==> src/rtl/adsr_env_gen_pkg.sv <==
// adsr_env_gen_pkg: shared ADSR state encoding, register map and envelope unity level.
package synth_pkg;
    typedef enum logic [2:0] {
        IDLE    = 3'd0,
        ATTACK  = 3'd1,
        DECAY   = 3'd2,
        SUSTAIN = 3'd3,
        RELEASE = 3'd4
    } adsr_state_t;
    localparam logic [2:0] ADSR_ATK  = 3'd0;
    localparam logic [2:0] ADSR_DEC  = 3'd1;
    localparam logic [2:0] ADSR_SUS  = 3'd2;
    localparam logic [2:0] ADSR_REL  = 3'd3;
    localparam logic [2:0] ADSR_CTRL = 3'd4;
    localparam logic [2:0] ADSR_STAT = 3'd5;
    localparam logic [15:0] ENV_UNITY = 16'h4000;
endpackage

==> src/rtl/adsr_env_gen_if.sv <==
// adsr_env_gen_if: software register bus shared with the DDFS core.
interface adsr_env_gen_if;
    logic        cs;
    logic        sw_read;
    logic        sw_write;
    logic [4:0]  sw_addr;
    logic [31:0] wr_data;
    logic [31:0] rd_data;
    modport master(output cs, sw_read, sw_write, sw_addr, wr_data, input rd_data);
    modport slave(input cs, sw_read, sw_write, sw_addr, wr_data, output rd_data);
endinterface

==> src/rtl/adsr_env_gen_regs.sv <==
// adsr_regs: ADSR register file, address decode, read mux and retrigger pending bit.
module adsr_regs
    import synth_pkg::*;
#(
    parameter int DW = 16,
    parameter int AW = 32
) (
    input  logic          clk,
    input  logic          reset,
    input  logic          clken,
    adsr_env_gen_if.slave bus,
    input  adsr_state_t   state,
    input  logic [DW-1:0] env,
    output logic [AW-1:0] atk_step,
    output logic [AW-1:0] dec_step,
    output logic [AW-1:0] rel_step,
    output logic [DW-1:0] sus_level,
    output logic          gate_sel,
    output logic          sw_gate,
    output logic          retrig
);
    logic       wr;
    logic [2:0] a;
    logic       unused;
    assign a      = bus.sw_addr[2:0];
    assign wr     = bus.cs & bus.sw_write;
    assign unused = &{1'b0, bus.sw_read, bus.sw_addr[4:3]};
    always_ff @(posedge clk or posedge reset)
        if (reset) begin
            atk_step  <= '0;
            dec_step  <= '0;
            rel_step  <= '0;
            sus_level <= DW'(ENV_UNITY);
            gate_sel  <= 1'b0;
            sw_gate   <= 1'b0;
            retrig    <= 1'b0;
        end else begin
            if (wr && a == ADSR_ATK) atk_step <= bus.wr_data[AW-1:0];
            if (wr && a == ADSR_DEC) dec_step <= bus.wr_data[AW-1:0];
            if (wr && a == ADSR_SUS) sus_level <= bus.wr_data[DW-1:0];
            if (wr && a == ADSR_REL) rel_step <= bus.wr_data[AW-1:0];
            if (wr && a == ADSR_CTRL) {sw_gate, gate_sel} <= bus.wr_data[1:0];
            // retrig is held until the next sample tick consumes it
            retrig <= (wr && a == ADSR_CTRL && bus.wr_data[2]) || (retrig && !clken);
        end
    assign bus.rd_data = a == ADSR_ATK  ? 32'(atk_step) :
                         a == ADSR_DEC  ? 32'(dec_step) :
                         a == ADSR_SUS  ? 32'(sus_level) :
                         a == ADSR_REL  ? 32'(rel_step) :
                         a == ADSR_CTRL ? 32'({sw_gate, gate_sel}) :
                         a == ADSR_STAT ? 32'({state, env}) : 32'd0;
endmodule

==> src/rtl/adsr_env_gen.sv <==
// adsr_env_gen: per-voice ADSR envelope feeding the DDFS env_ext input (unsigned Q2.14).
module adsr_env_gen
    import synth_pkg::*;
#(
    parameter int DW = 16,
    parameter int AW = 32
) (
    input  logic          clk,
    input  logic          reset,
    input  logic          clken,
    input  logic          gate_ext,
    adsr_env_gen_if.slave bus,
    output logic [DW-1:0] env_out,
    output logic          active,
    output logic [2:0]    state_out
);
    localparam logic [AW-1:0] PEAK  = AW'(1) << (AW - 2);
    localparam logic [DW-1:0] UNITY = DW'(ENV_UNITY);
    adsr_state_t   state, state_d;
    logic [AW-1:0] acc, acc_d, atk_step, dec_step, rel_step, sus_acc;
    logic [AW:0]   atk_sum, dec_lim;
    logic [DW-1:0] sus_level, sus_c;
    logic          gate_sel, sw_gate, retrig, gate_q, g, rise, fall;
    adsr_regs #(.DW(DW), .AW(AW)) u_regs (
        .clk(clk), .reset(reset), .clken(clken), .bus(bus),
        .state(state), .env(env_out),
        .atk_step(atk_step), .dec_step(dec_step), .rel_step(rel_step),
        .sus_level(sus_level), .gate_sel(gate_sel), .sw_gate(sw_gate), .retrig(retrig)
    );
    assign g       = gate_sel ? gate_ext : sw_gate;
    assign rise    = (g & ~gate_q) | retrig;
    assign fall    = ~g & gate_q;
    assign sus_c   = sus_level > UNITY ? UNITY : sus_level;
    assign sus_acc = AW'(sus_c) << (AW - DW);
    // one extra bit so limit comparisons cannot wrap
    assign atk_sum = {1'b0, acc} + {1'b0, atk_step};
    assign dec_lim = {1'b0, sus_acc} + {1'b0, dec_step};
    always_comb begin
        state_d = state;
        acc_d   = acc;
        if (rise) state_d = ATTACK;
        else if (fall && state != IDLE && state != RELEASE) state_d = RELEASE;
        else
            case (state)
                ATTACK:
                    if (atk_step == '0 || atk_sum >= {1'b0, PEAK}) begin
                        acc_d   = PEAK;
                        state_d = DECAY;
                    end else acc_d = atk_sum[AW-1:0];
                DECAY:
                    if (dec_step == '0 || {1'b0, acc} <= dec_lim) begin
                        acc_d   = sus_acc;
                        state_d = SUSTAIN;
                    end else acc_d = acc - dec_step;
                SUSTAIN: acc_d = sus_acc;
                RELEASE:
                    if (rel_step == '0 || acc <= rel_step) begin
                        acc_d   = '0;
                        state_d = IDLE;
                    end else acc_d = acc - rel_step;
                default: begin
                    acc_d   = '0;
                    state_d = IDLE;
                end
            endcase
    end
    always_ff @(posedge clk or posedge reset)
        if (reset) begin
            state  <= IDLE;
            acc    <= '0;
            gate_q <= 1'b0;
        end else if (clken) begin
            state  <= state_d;
            acc    <= acc_d;
            gate_q <= g;
        end
    assign env_out   = acc[AW-1:AW-DW];
    assign active    = state != IDLE;
    assign state_out = state;
endmodule
==> src/flat_wrapper.sv <==
// flat-port wrapper written by rule: the top's interface ports become plain ports
module adsr_env_gen_flat import synth_pkg::*;
#(
    parameter int DW = 16,
    parameter int AW = 32
)
  (clk, reset, clken, gate_ext, env_out, active, state_out, bus_cs, bus_sw_read, bus_sw_write, bus_sw_addr, bus_wr_data, bus_rd_data);
  adsr_env_gen_if bus_i ();
  input  logic clk;
  input  logic reset;
  input  logic clken;
  input  logic gate_ext;
  output logic [DW-1:0] env_out;
  output logic active;
  output logic [2:0] state_out;
  input wire logic [$bits(bus_i.cs)-1:0] bus_cs;
  input wire logic [$bits(bus_i.sw_read)-1:0] bus_sw_read;
  input wire logic [$bits(bus_i.sw_write)-1:0] bus_sw_write;
  input wire logic [$bits(bus_i.sw_addr)-1:0] bus_sw_addr;
  input wire logic [$bits(bus_i.wr_data)-1:0] bus_wr_data;
  output wire logic [$bits(bus_i.rd_data)-1:0] bus_rd_data;
  assign bus_i.cs = bus_cs;
  assign bus_i.sw_read = bus_sw_read;
  assign bus_i.sw_write = bus_sw_write;
  assign bus_i.sw_addr = bus_sw_addr;
  assign bus_i.wr_data = bus_wr_data;
  assign bus_rd_data = bus_i.rd_data;
  adsr_env_gen #(.DW(DW), .AW(AW)) u_core (.clk(clk), .reset(reset), .clken(clken), .gate_ext(gate_ext), .bus(bus_i), .env_out(env_out), .active(active), .state_out(state_out));
endmodule
==> config.mk <==
export PLATFORM = sky130hd
export DESIGN_NAME = adsr_env_gen_flat
export DESIGN_NICKNAME = d
export VERILOG_FILES = /design/src/rtl/adsr_env_gen_pkg.sv /design/src/rtl/adsr_env_gen_if.sv /design/src/rtl/adsr_env_gen_regs.sv /design/src/rtl/adsr_env_gen.sv /design/src/flat_wrapper.sv
export SDC_FILE = /design/constraint.sdc
export NUM_CORES = 1
export LEC_CHECK = 0
export ABC_AREA = 1
export CAP_MARGIN = 15
export CORE_MARGIN = 4
export CORE_UTILIZATION = 30
export DETAILED_ROUTE_END_ITERATION = 10
export DONT_BUFFER_PORTS = 1
export GPL_ROUTABILITY_DRIVEN = 0
export SYNTH_ARGS = -nofsm -noshare
export SYNTH_HDL_FRONTEND = slang
export SYNTH_HIERARCHICAL = 1
export SYNTH_SLANG_ARGS = --single-unit
==> constraint.sdc <==
create_clock -name clk -period 4.3 [get_ports clk]
set_clock_uncertainty 0.05 [all_clocks]
set_input_delay 0.215 -clock clk [delete_from_list [all_inputs] [get_ports clk]]
set_output_delay 0.215 -clock clk [all_outputs]
set_load 0.1 [all_outputs]
* Word-level counts from Yosys, hierarchy flattened
Index checks and enable logic that the tools add are counted.
** Word-level totals
- Word-level logic and storage cells :: 79
- Input port bits :: 44
- Output and inout bits :: 52
- Flip-flop bits (word level) :: 151
** Operators by class
- Add/sub/neg operators :: 4
- Bitwise gates (word level) :: 8
- Eq/ne operators :: 14
- Reduce and logical (&&, ||, !) cells :: 21
- Multiplexer cells :: 18
- Magnitude comparators :: 4
** Operator list (count)
- 32-bit 2-to-1 mux :: 7
- 32-bit case mux with 4 select lines :: 1
- 32-bit logical NOT :: 3
- 32-bit by 32-bit adder with 33-bit output :: 2
- 32-bit subtractor :: 2
- 19-bit 2-to-1 mux :: 2
- 33-bit by 31-bit greater-or-equal comparator with 1-bit output, second input constant :: 1
- 32-bit by 33-bit <= comparator with 1-bit output :: 1
- 32-bit <= comparator :: 1
- 16-bit by 15-bit > comparator with 1-bit output, second input constant :: 1
- 16-bit 2-to-1 mux :: 1
- 3-bit 2-to-1 mux :: 5
- 3-bit by 2-bit == test with 1-bit output, second input constant :: 4
- 4-bit by 1-bit != test with 1-bit output, second input constant :: 3
- 3-bit case mux with 4 select lines :: 1
- 3-bit == test, second input constant :: 3
- 1-bit logical AND :: 9
- 3-bit by 1-bit == test with 1-bit output, second input constant :: 2
- 5-bit AND reduction :: 1
- 1-bit logical OR :: 4
- 1-bit inverter :: 4
- 1-bit bitwise AND :: 3
- 3-bit logical NOT :: 1
- 3-bit by 1-bit != test with 1-bit output, second input constant :: 1
- other kinds (6) :: 6

* Depth between registers and ports, before layout
Gate-level depths: netlist of run 1.
- Depth in word-level cells :: 9
- Mapped depth :: 33
- Gate-level depth less buffers :: 32

* Cells and area by module
The synthesis of run 1 kept the hierarchy.
** By module, submodules not included
- adsr_env_gen :: times used 1, cells each 1856, area each 10349.9 sq um, sequential area each 900.9 sq um
- adsr_regs :: times used 1, cells each 633, area each 5368.9 sq um, sequential area each 2879.0 sq um

* Worst setup path before layout of run 1
No wires, ideal clock.
- Kind :: register to register
- Start point :: reg u_core.u_regs.sus_level[14]
- End point :: reg u_core.state[0] (netlist: u_core/state_out[0])
- Setup time :: 0.120 ns
- Period minus slack after synthesis :: 4.326 ns
- Arrival time :: 4.156 ns
- Required time :: 4.130 ns
- Path buffers :: 1
- Slack :: -0.026 ns
- Stages on the path, launching flop included :: 31
- Cell sequence :: dfstp_2 -> nand2_1 -> nor3_1 -> nand4_1 -> nand2_1 -> inv_1 -> nor2_1 -> ha_1 -> inv_1 -> fa_1 -> nand3b_1 -> nand2_1 -> nand2_1 -> nand2_1 -> inv_1 -> o21bai_1 -> a31oi_1 -> xor2_1 -> ha_1 -> nand2_1 -> inv_1 -> nand3_1 -> nor3_1 -> nand3b_1 -> nor3_2 -> nor2_2 -> buf_4 -> nand4_1 -> nand4_1 -> nand2_1 -> nand2_1
** Between the ends
- Longest elaborated chain between the ends :: 7
** RTL lines
- start, declared :: RTL line adsr_env_gen_regs.sv:17 : output logic [DW-1:0] sus_level,
- start signal, assigned :: RTL line adsr_env_gen_regs.sv:33 : sus_level <= DW'(ENV_UNITY);
- start signal, assigned :: RTL line adsr_env_gen_regs.sv:40 : if (wr && a == ADSR_SUS) sus_level <= bus.wr_data[DW-1:0];
- 16-bit by 15-bit > comparator with 1-bit output :: RTL line adsr_env_gen.sv:33 : assign sus_c = sus_level > UNITY ? UNITY : sus_level;
- 16-bit 2-to-1 mux * :: RTL line adsr_env_gen.sv:33
- 32-bit by 32-bit adder with 33-bit output * :: RTL line adsr_env_gen.sv:37 : assign dec_lim = {1'b0, sus_acc} + {1'b0, dec_step};
- 32-bit by 33-bit <= comparator with 1-bit output * :: RTL line adsr_env_gen.sv:51 : if (dec_step == '0 || {1'b0, acc} <= dec_lim) begin
- 1-bit logical OR * :: RTL line adsr_env_gen.sv:51
- 4-bit by 1-bit != test with 1-bit output (no line) *
- 5-bit AND reduction (no line) *
- end signal, assigned :: RTL line adsr_env_gen.sv:73 : state <= state_d;
- end, declared :: RTL line adsr_env_gen.sv:19 : adsr_state_t state, state_d;
Every way passes the cells marked *; elsewhere a longest branch is shown, timed or not.
A chain may end at the register's enable or synchronous reset.

* Worst setup path in the final report of run 1
- Start point :: reg u_core.u_regs.sus_level[4]
- End point :: reg u_core.acc[28]
** Between the ends
- Longest elaborated chain between the ends :: 7
** RTL lines
- 16-bit by 15-bit > comparator with 1-bit output :: RTL line adsr_env_gen.sv:33
- 16-bit 2-to-1 mux * :: RTL line adsr_env_gen.sv:33
- 32-bit by 32-bit adder with 33-bit output :: RTL line adsr_env_gen.sv:37
- 32-bit by 33-bit <= comparator with 1-bit output :: RTL line adsr_env_gen.sv:51
- 1-bit logical OR :: RTL line adsr_env_gen.sv:51
- 32-bit 2-to-1 mux :: RTL line adsr_env_gen.sv:51
- 32-bit case mux with 4 select lines * :: RTL line adsr_env_gen.sv:44 : case (state)
- end signal, assigned :: RTL line adsr_env_gen.sv:70 : acc <= '0;
- end signal, assigned :: RTL line adsr_env_gen.sv:74 : acc <= acc_d;
- end, declared :: RTL line adsr_env_gen.sv:20 : logic [AW-1:0] acc, acc_d, atk_step, dec_step, rel_step, sus_acc;
Marked as above.

==> results of run 1 <==
==> worst register-to-register path: cells and delay by family, from the launching register on <==
kind,cells,cell delay (ns)
flip-flops,1,0.40
adder cells (fa/ha/maj),2,0.68
buffers and inverters,7,0.62
XOR/XNOR,1,0.06
AND/OR/NAND/NOR,20,2.62
AO/OA/AOI/OAI,1,0.17
==> per-stage QoR <==
| step | total power, W | instance area, µm² | setup TNS, ns | setup slack, ns | instances |
|---|---|---|---|---|---|
| after detailed placement | 0.01176 | 17120 | -13.61 | -0.4244 | 3228 |
| after global placement | 0.01178 | 17120 | -9.814 | -0.3123 | 3228 |
| final | 0.01389 | 18370 | -12.76 | -0.4244 | 3306 |
| after floorplan | 0.008780 | 15720 | 0 | 0.02209 | 2489 |
| after CTS | 0.01347 | 18160 | -5.605 | -0.1893 | 3300 |
| after global routing | 0.01484 | 18370 | -22.03 | -0.6660 | 3306 |
==> worst paths after layout <==
path / startpoint / end / cells past startpoint
min in group asynchronous: reset / u_core/u_regs/atk_step[5]$_DFFE_PP0P_ / 2
hold / removal: bus_wr_data[2] / u_core/u_regs/sus_level[2]$_DFFE_PP0P_ / 2
max in group asynchronous: reset / u_core/u_regs/rel_step[28]$_DFFE_PP0P_ / 3
setup reg to reg: u_core/u_regs/sus_level[4]$_DFFE_PP0P_ / u_core/acc[28]$_DFFE_PP0P_ / 31
setup / recovery: u_core/u_regs/sus_level[4]$_DFFE_PP0P_ / u_core/acc[28]$_DFFE_PP0P_ / 31
hold reg to reg: u_core/gate_q$_DFFE_PP0P_ / u_core/gate_q$_DFFE_PP0P_ / 2
==> area by class of cell <==
class	instances	area, µm²	area share, %
Timing Repair Buffer	174	1439	7.835
Antenna cell	1	2.502	0.01363
Sequential cell	151	3780	20.58
Clock buffer	19	452.9	2.466
Inverter	316	1202	6.547
Multi-Input combinational cell	1952	10490	57.13
Clock inverter	13	145.1	0.7903
Tap cell	680	850.8	4.633
==> sequential cells by signal (all words and copies together) (netlist names) <==
register                 flops
u_core/acc                  32
u_core/gate_q                1
u_core/state_out             3
u_core/u_regs/atk_step      32
u_core/u_regs/dec_step      32
u_core/u_regs/gate_sel       1
u_core/u_regs/rel_step      32
u_core/u_regs/retrig         1
u_core/u_regs/sus_level     16
u_core/u_regs/sw_gate        1
==> cells in the mapped netlist, types with 3 or more instances <==
master,instances,area share [%]
a21boi_0,6,0.29
a21o_1,9,0.43
a21oi_1,130,4.1
a22oi_1,6,0.29
a22oi_2,7,0.56
a31oi_1,10,0.40
and3_1,4,0.16
buf_2,29,0.92
buf_4,18,0.86
buf_6,10,0.72
clkbuf_1,11,0.26
dfrtp_1,150,24
fa_1,4,0.51
ha_1,129,10
inv_1,310,7.4
inv_2,3,0.072
nand2_1,795,19
nand2_2,27,1.1
nand2_4,5,0.36
nand3_1,145,4.6
nand3_2,3,0.19
nand3b_1,14,0.67
nand4_1,51,2.0
nor2_1,253,6.0
nor2_2,7,0.28
nor3_1,28,0.89
nor3_2,3,0.19
nor4_1,22,0.88
o21a_1,4,0.19
o21ai_0,72,2.3
o21ai_1,88,2.8
o21ai_2,17,0.95
o21bai_1,22,1.1
o22ai_1,3,0.12
or2_2,4,0.16
xnor2_1,25,1.4
xor2_1,43,2.4
==> layer usage <==
metal	global-route usage (%)	share of wire [%]
met5	0	0
met3	4.076	9.1
met1	30.91	43
met4	10.01	5.0
met2	34.88	43
==> cell families (layout without fill, tap and decap cells) <==
kind of cell | after synthesis | count (layout)
buf+inv | 386 | 522
simple gates | 1369 | 1369
flops | 151 | 151
fa+ha+maj | 133 | 133
compound gates | 381 | 381
xor+xnor | 68 | 68
other cells | 1 | 2
==> report_power, final <==
part           internal (W)  leakage, nW  switching [W]  total [W]
logic               0.00304         7.54        0.00694    0.00998
registers           0.00176         1.95       0.000586    0.00235
clock network      0.000892        0.292       0.000672    0.00156
total               0.00569         9.79        0.00820     0.0139
==> repair_timing <==
item / CTS / global route
hold buffers: 33 / 0
buffers inserted: 7 / 4
pin swaps: 8 / 30
resized for setup: 24 / 39
hold endpoints to repair: 191 / 0
gates cloned: 0 / 1
endpoints found under the setup margin: 35 / 35
==> metrics, run 1 <==
outcome=complete, but fails checks; failing checks=setup timing; maxcap violations=0; synthesized instance count=2,489; most frequent CP cell=nand2_1; ys async rst share=100.0%; Rel. slew slack=17.87%; average cell area after synthesis=6.315 µm²; die area=0.05612 mm²; DRC violations left=0; CP delay by family, top=simple AND/OR/NAND/NOR gates; FILL cells=5,595; Final Setup Violations=35; TritonCTS clock tree=done; Vias=17,353; WL per Instance=19.83 µm; simple-gate share of the synthesized area=37.03%; Synth Area in Adders=10.78%; Seq/Total Area, Yosys=24.05%; CTS Root Cell=clkbuf_16; RSZ-0062 raised after global routing=true; clock transition at the registers of the reported paths=0.06 ns; Cell variety after synth=53; Total Routing Usage GR=22.61%; slowest cell on the critical path=dfrtp_1; worst hold path class=in -> reg; slew of the pin with the lowest slew margin=1.228 ns; data required time of the worst path=4.58 ns; final critical-path setup slack=-0.4244 ns; kind of critical path=reg -> reg; Synth Warn #=6; Bufs and invs on worst path=7; largest net degree at the start of global routing=65; Iter 0 DRT Violations=1,840; leading cell type in the layout, fill and taps excluded=nand2_1; IO Pins=96; Tcrit/Tclk final=109.9%; Remaining Overflow, GRT=0; most frequent cells in the layout=779 x nand2_1, 300 x inv_1, 247 x nor2_1; Synth Area in Compound Gates=13.85%; Worst Path Max Fanout=8; Fmax achieved=211.7 MHz; largest stage delay on the critical path=0.40 ns; DRT Pass-1 Iters=8; Clock Tree Buf Depth=2; Max Slew Vio Count=0; drt total wl=65.55 mm; Yosys reg bits=151; Core Footprint=0.05161 mm²; number of enable flip-flop cells after synthesis=0; vias in the first global route=16,210; Synthesized Nets=2,666; largest family of logic cells by synthesized area=simple AND/OR/NAND/NOR gates; CP Capture Type=flip-flop; Clock H-tree levels=4; Mapped Area=0.01572 mm²; r2r setup slk=-0.42 ns; Final Hold Fails=0; Fin Hold WS=0.04570 ns; Die X=236.9 µm; CTS buffer count=17; leak pwr=9.788 nW; effective utilization at floorplan=30.46%; Max VDD drop=0.0003408 V; post-detail-place hpwl=53.80 mm; Critical Path AT=5.01 ns; Final Net Count=2,789; first-pass GRT wire length=97.99 mm; post-synthesis mux area share=0%; Worst Setup Start Kind=flip-flop; Final Util=35.58%; commonest register cell after synthesis=dfrtp_1; Power Dens Cells=756.4 mW/mm²; port bufs=0; routed vias/inst=5.249; share of cells above drive strength 1=11.73%; XOR/XNOR Fraction of Synth Area=3.789%; die height=236.9 µm; Tmin final=4.724 ns; area grow syn2layout=16.84%; Clock Sinks=151; row cnt=83; initial antenna violation count=1; Clk Latency, worst-skew pair=0.46 ns; Antenna Nets Post-Route=0
Note: power is estimated with default switching activity, not from simulation.
==> run 2, diff against run 1 <==
--- a/config.mk
+++ b/config.mk
@@ -6,12 +6,13 @@
 export NUM_CORES = 1
 export LEC_CHECK = 0
 export ABC_AREA = 1
-export CAP_MARGIN = 15
+export CAP_MARGIN = 20
 export CORE_MARGIN = 4
 export CORE_UTILIZATION = 30
 export DETAILED_ROUTE_END_ITERATION = 10
 export DONT_BUFFER_PORTS = 1
 export GPL_ROUTABILITY_DRIVEN = 0
+export PLACE_DENSITY = 0.52
 export SYNTH_ARGS = -nofsm -noshare
 export SYNTH_HDL_FRONTEND = slang
 export SYNTH_HIERARCHICAL = 1
==> run 2 against run 1 <==
  * The run still ends with setup timing left
  * Critical path type unchanged
  * Critical endpoint is now u_core/state_out[0]$_DFFE_PP0P_
  * Sequential share of layout area down 0.36 points
  * Highest routed layer unchanged
  * Worst setup slack improved by 0.0090 ns
  * Non-clock buffer count increased by 13
  * Via count hardly changed
==> metrics, run 2 (synthesis results as in run 1) <==
IO Pins=96 (unchanged); clock transition at the registers of the reported paths=0.07 ns (was 0.06 ns); die height=236.9 µm (unchanged); Clock Sinks=151 (unchanged); post-detail-place hpwl=56.03 mm (was 53.80 mm); Seq pwr share=17.4% (was 16.9%); Antenna Nets Post-Route=0 (unchanged); Clock H-tree levels=4 (unchanged); effective utilization at floorplan=30.46% (unchanged); slowest cell on the critical path=dfstp_2 (was dfrtp_1); most frequent CP cell=nand2_2 (was nand2_1); Critical Path AT=5.01 ns (about the same); Core Footprint=0.05161 mm² (unchanged); CTS buffer count=17 (unchanged); drt total wl=68.18 mm (was 65.55 mm); leak pwr=9.889 nW (was 9.788 nW); largest net degree at the start of global routing=65 (unchanged); Vias=17,364 (was 17,353); port bufs=0 (unchanged); Reg area=0.003780 mm² (unchanged); multi-input logic area=0.01066 mm² (was 0.01049 mm²); CTS Root Cell=clkbuf_16 (unchanged); RSZ-0062 raised after global routing=true (unchanged); FILL cells=5,583 (was 5,595); Remaining Overflow, GRT=0 (unchanged); Int Pwr=0.005712 W (was 0.005694 W); Total Routing Usage GR=23.46% (was 22.61%); total power=0.01397 W (was 0.01389 W); area grow syn2layout=18.90% (was 16.84%); routed vias/inst=5.233 (was 5.249); most frequent cells in the layout=768 x nand2_1, 300 x inv_1, 241 x nor2_1 (was 779 x nand2_1, 300 x inv_1, 247 x nor2_1); Tmin final=4.715 ns (was 4.724 ns); data required time of the worst path=4.59 ns (was 4.58 ns); WL per Instance=20.55 µm (was 19.83 µm); DRT Pass-1 Iters=5 (was 8); antenna cells=0 (was 1); Die X=236.9 µm (unchanged); share of cells above drive strength 1=13.12% (was 11.73%); die area=0.05612 mm² (unchanged); largest stage delay on the critical path=0.54 ns (was 0.40 ns); Fmax achieved=212.1 MHz (was 211.7 MHz); Tcrit/Tclk final=109.7% (was 109.9%); Placed Area=0.01718 mm² (was 0.01712 mm²); Clk pwr share=10.9% (was 11.3%); failing checks=setup timing (unchanged); Max Slew Vio Count=0 (unchanged); Clk Latency, worst-skew pair=0.46 ns (about the same); CP Capture Type=flip-flop (unchanged); Clock Tree Buf Depth=2 (unchanged); Power Dens Cells=747.3 mW/mm² (was 756.4 mW/mm²); TritonCTS clock tree=done (unchanged); worst hold path class=in -> reg (unchanged); maxcap violations=0 (unchanged); Comb power frac=71.7% (was 71.8%); initial antenna violation count=0 (was 1); Worst Setup Start Kind=flip-flop (unchanged); NetSw=0.008256 W (was 0.008198 W); kind of critical path=reg -> reg (unchanged); leading cell type in the layout, fill and taps excluded=nand2_1 (unchanged); Rel. slew slack=25.70% (was 17.87%); Final Setup Violations=35 (unchanged); outcome=complete, but fails checks (unchanged); DRC violations left=0 (unchanged); Sw Share=59.11% (was 59.01%); Iter 0 DRT Violations=1,777 (was 1,840); Worst Path Max Fanout=5 (was 8); final critical-path setup slack=-0.4154 ns (was -0.4244 ns); post-route cell area=0.01869 mm² (was 0.01837 mm²); slew of the pin with the lowest slew margin=1.111 ns (was 1.228 ns); Final Net Count=2,802 (was 2,789); Max VDD drop=0.0003634 V (was 0.0003408 V); vias in the first global route=16,561 (was 16,210); Final Hold Fails=0 (unchanged); first-pass GRT wire length=101.3 mm (was 97.99 mm); Final Util=36.21% (was 35.58%); row cnt=83 (unchanged)
[run 2: cell types whose count changed in the layout (fill, tap and decap cells not counted), moves of 3 or more]
cell,delta
nand2_4,+6
nor2_2,+3
inv_6,+5
buf_12,+3
nor2_4,+3
nand3_2,+11
nand2_2,+5
dlygate4sd3_1,+4
buf_8,+3
nor2_1,-6
nand2_1,-11
clkinv_2,-3
nand3_1,-12
[run 2: timing repair]
action                                  in CTS  in global routing
gates cloned                                 1                  0
endpoints found under the hold margin      195                  0
setup buffers                               10                  8
hold buffers                                37                  0
gates resized for setup                     41                 68
pin swaps                                   18                 49
endpoints found under the setup margin      35                 35
[run 2: path summary, 6_finish.rpt]
check                                                   startpoint                                      to  slack (ns)  cells after the start
max                        u_core/u_regs/sus_level[14]$_DFFE_PP1P_         u_core/state_out[0]$_DFFE_PP0P_       -0.42                     31
min                                                 bus_wr_data[2]  u_core/u_regs/sus_level[2]$_DFFE_PP0P_        0.07                      2
max reg2reg                u_core/u_regs/sus_level[14]$_DFFE_PP1P_         u_core/state_out[0]$_DFFE_PP0P_       -0.42                     31
min reg2reg                              u_core/gate_q$_DFFE_PP0P_               u_core/gate_q$_DFFE_PP0P_        0.45                      2
max in group asynchronous                                    reset  u_core/u_regs/rel_step[22]$_DFFE_PP0P_        2.80                      3
min in group asynchronous                                    reset   u_core/u_regs/atk_step[5]$_DFFE_PP0P_        0.29                      2
[run 2: worst max-delay path: cells and delay by family (launching register included)]
kind	cells	cell delay, ns
simple gates	19	2.43
fa+ha+maj	3	0.84
buf+inv	7	0.57
flops	1	0.54
compound gates	1	0.13
xor+xnor	1	0.05
[run 2: layout make-up]
cell class,instances,area share [%]
multi-input combinational,1952,57.03
sequential,151,20.22
timing repair buffer,187,8.630
inverter,316,6.460
tap,680,4.552
clock buffer,18,2.350
clock inverter,14,0.7565
[run 2: per-layer routing]
| metal | global-route usage, % | vias up | wire length (µm) |
|---|---|---|---|
| met1 | 30.97 | 8170 | 29440 |
| met5 | 0 | - | 0 |
| met4 | 10.14 | 0 | 3098 |
| li1 | - | 8342 | - |
| met3 | 3.925 | 134 | 4721 |
| met2 | 37.88 | 718 | 30920 |
[run 2: metrics by stage]
stage / hold slack, ns / std cells / TNS [ns] / worst slack (ns)
after floorplan: 0.2640 / 2489 / 0 / 0.02209
after global placement: 0.1574 / 3228 / -11.20 / -0.4422
after detailed placement: 0.1528 / 3231 / -13.58 / -0.5092
after CTS: 0.03249 / 3311 / -12.43 / -0.4130
after global routing: 0.05013 / 3318 / -22.24 / -0.7405
final: 0.06660 / 3318 / -11.38 / -0.4154
[run 2: power groups by stage]
stage               Sequential, W  Combinational, W  Clock, W
finish                    0.00244            0.0100   0.00152
global placement          0.00242           0.00932         0
floorplan                 0.00223           0.00655         0
CTS                       0.00240           0.00960   0.00156
detailed placement        0.00242           0.00935         0
global route              0.00245            0.0108   0.00160
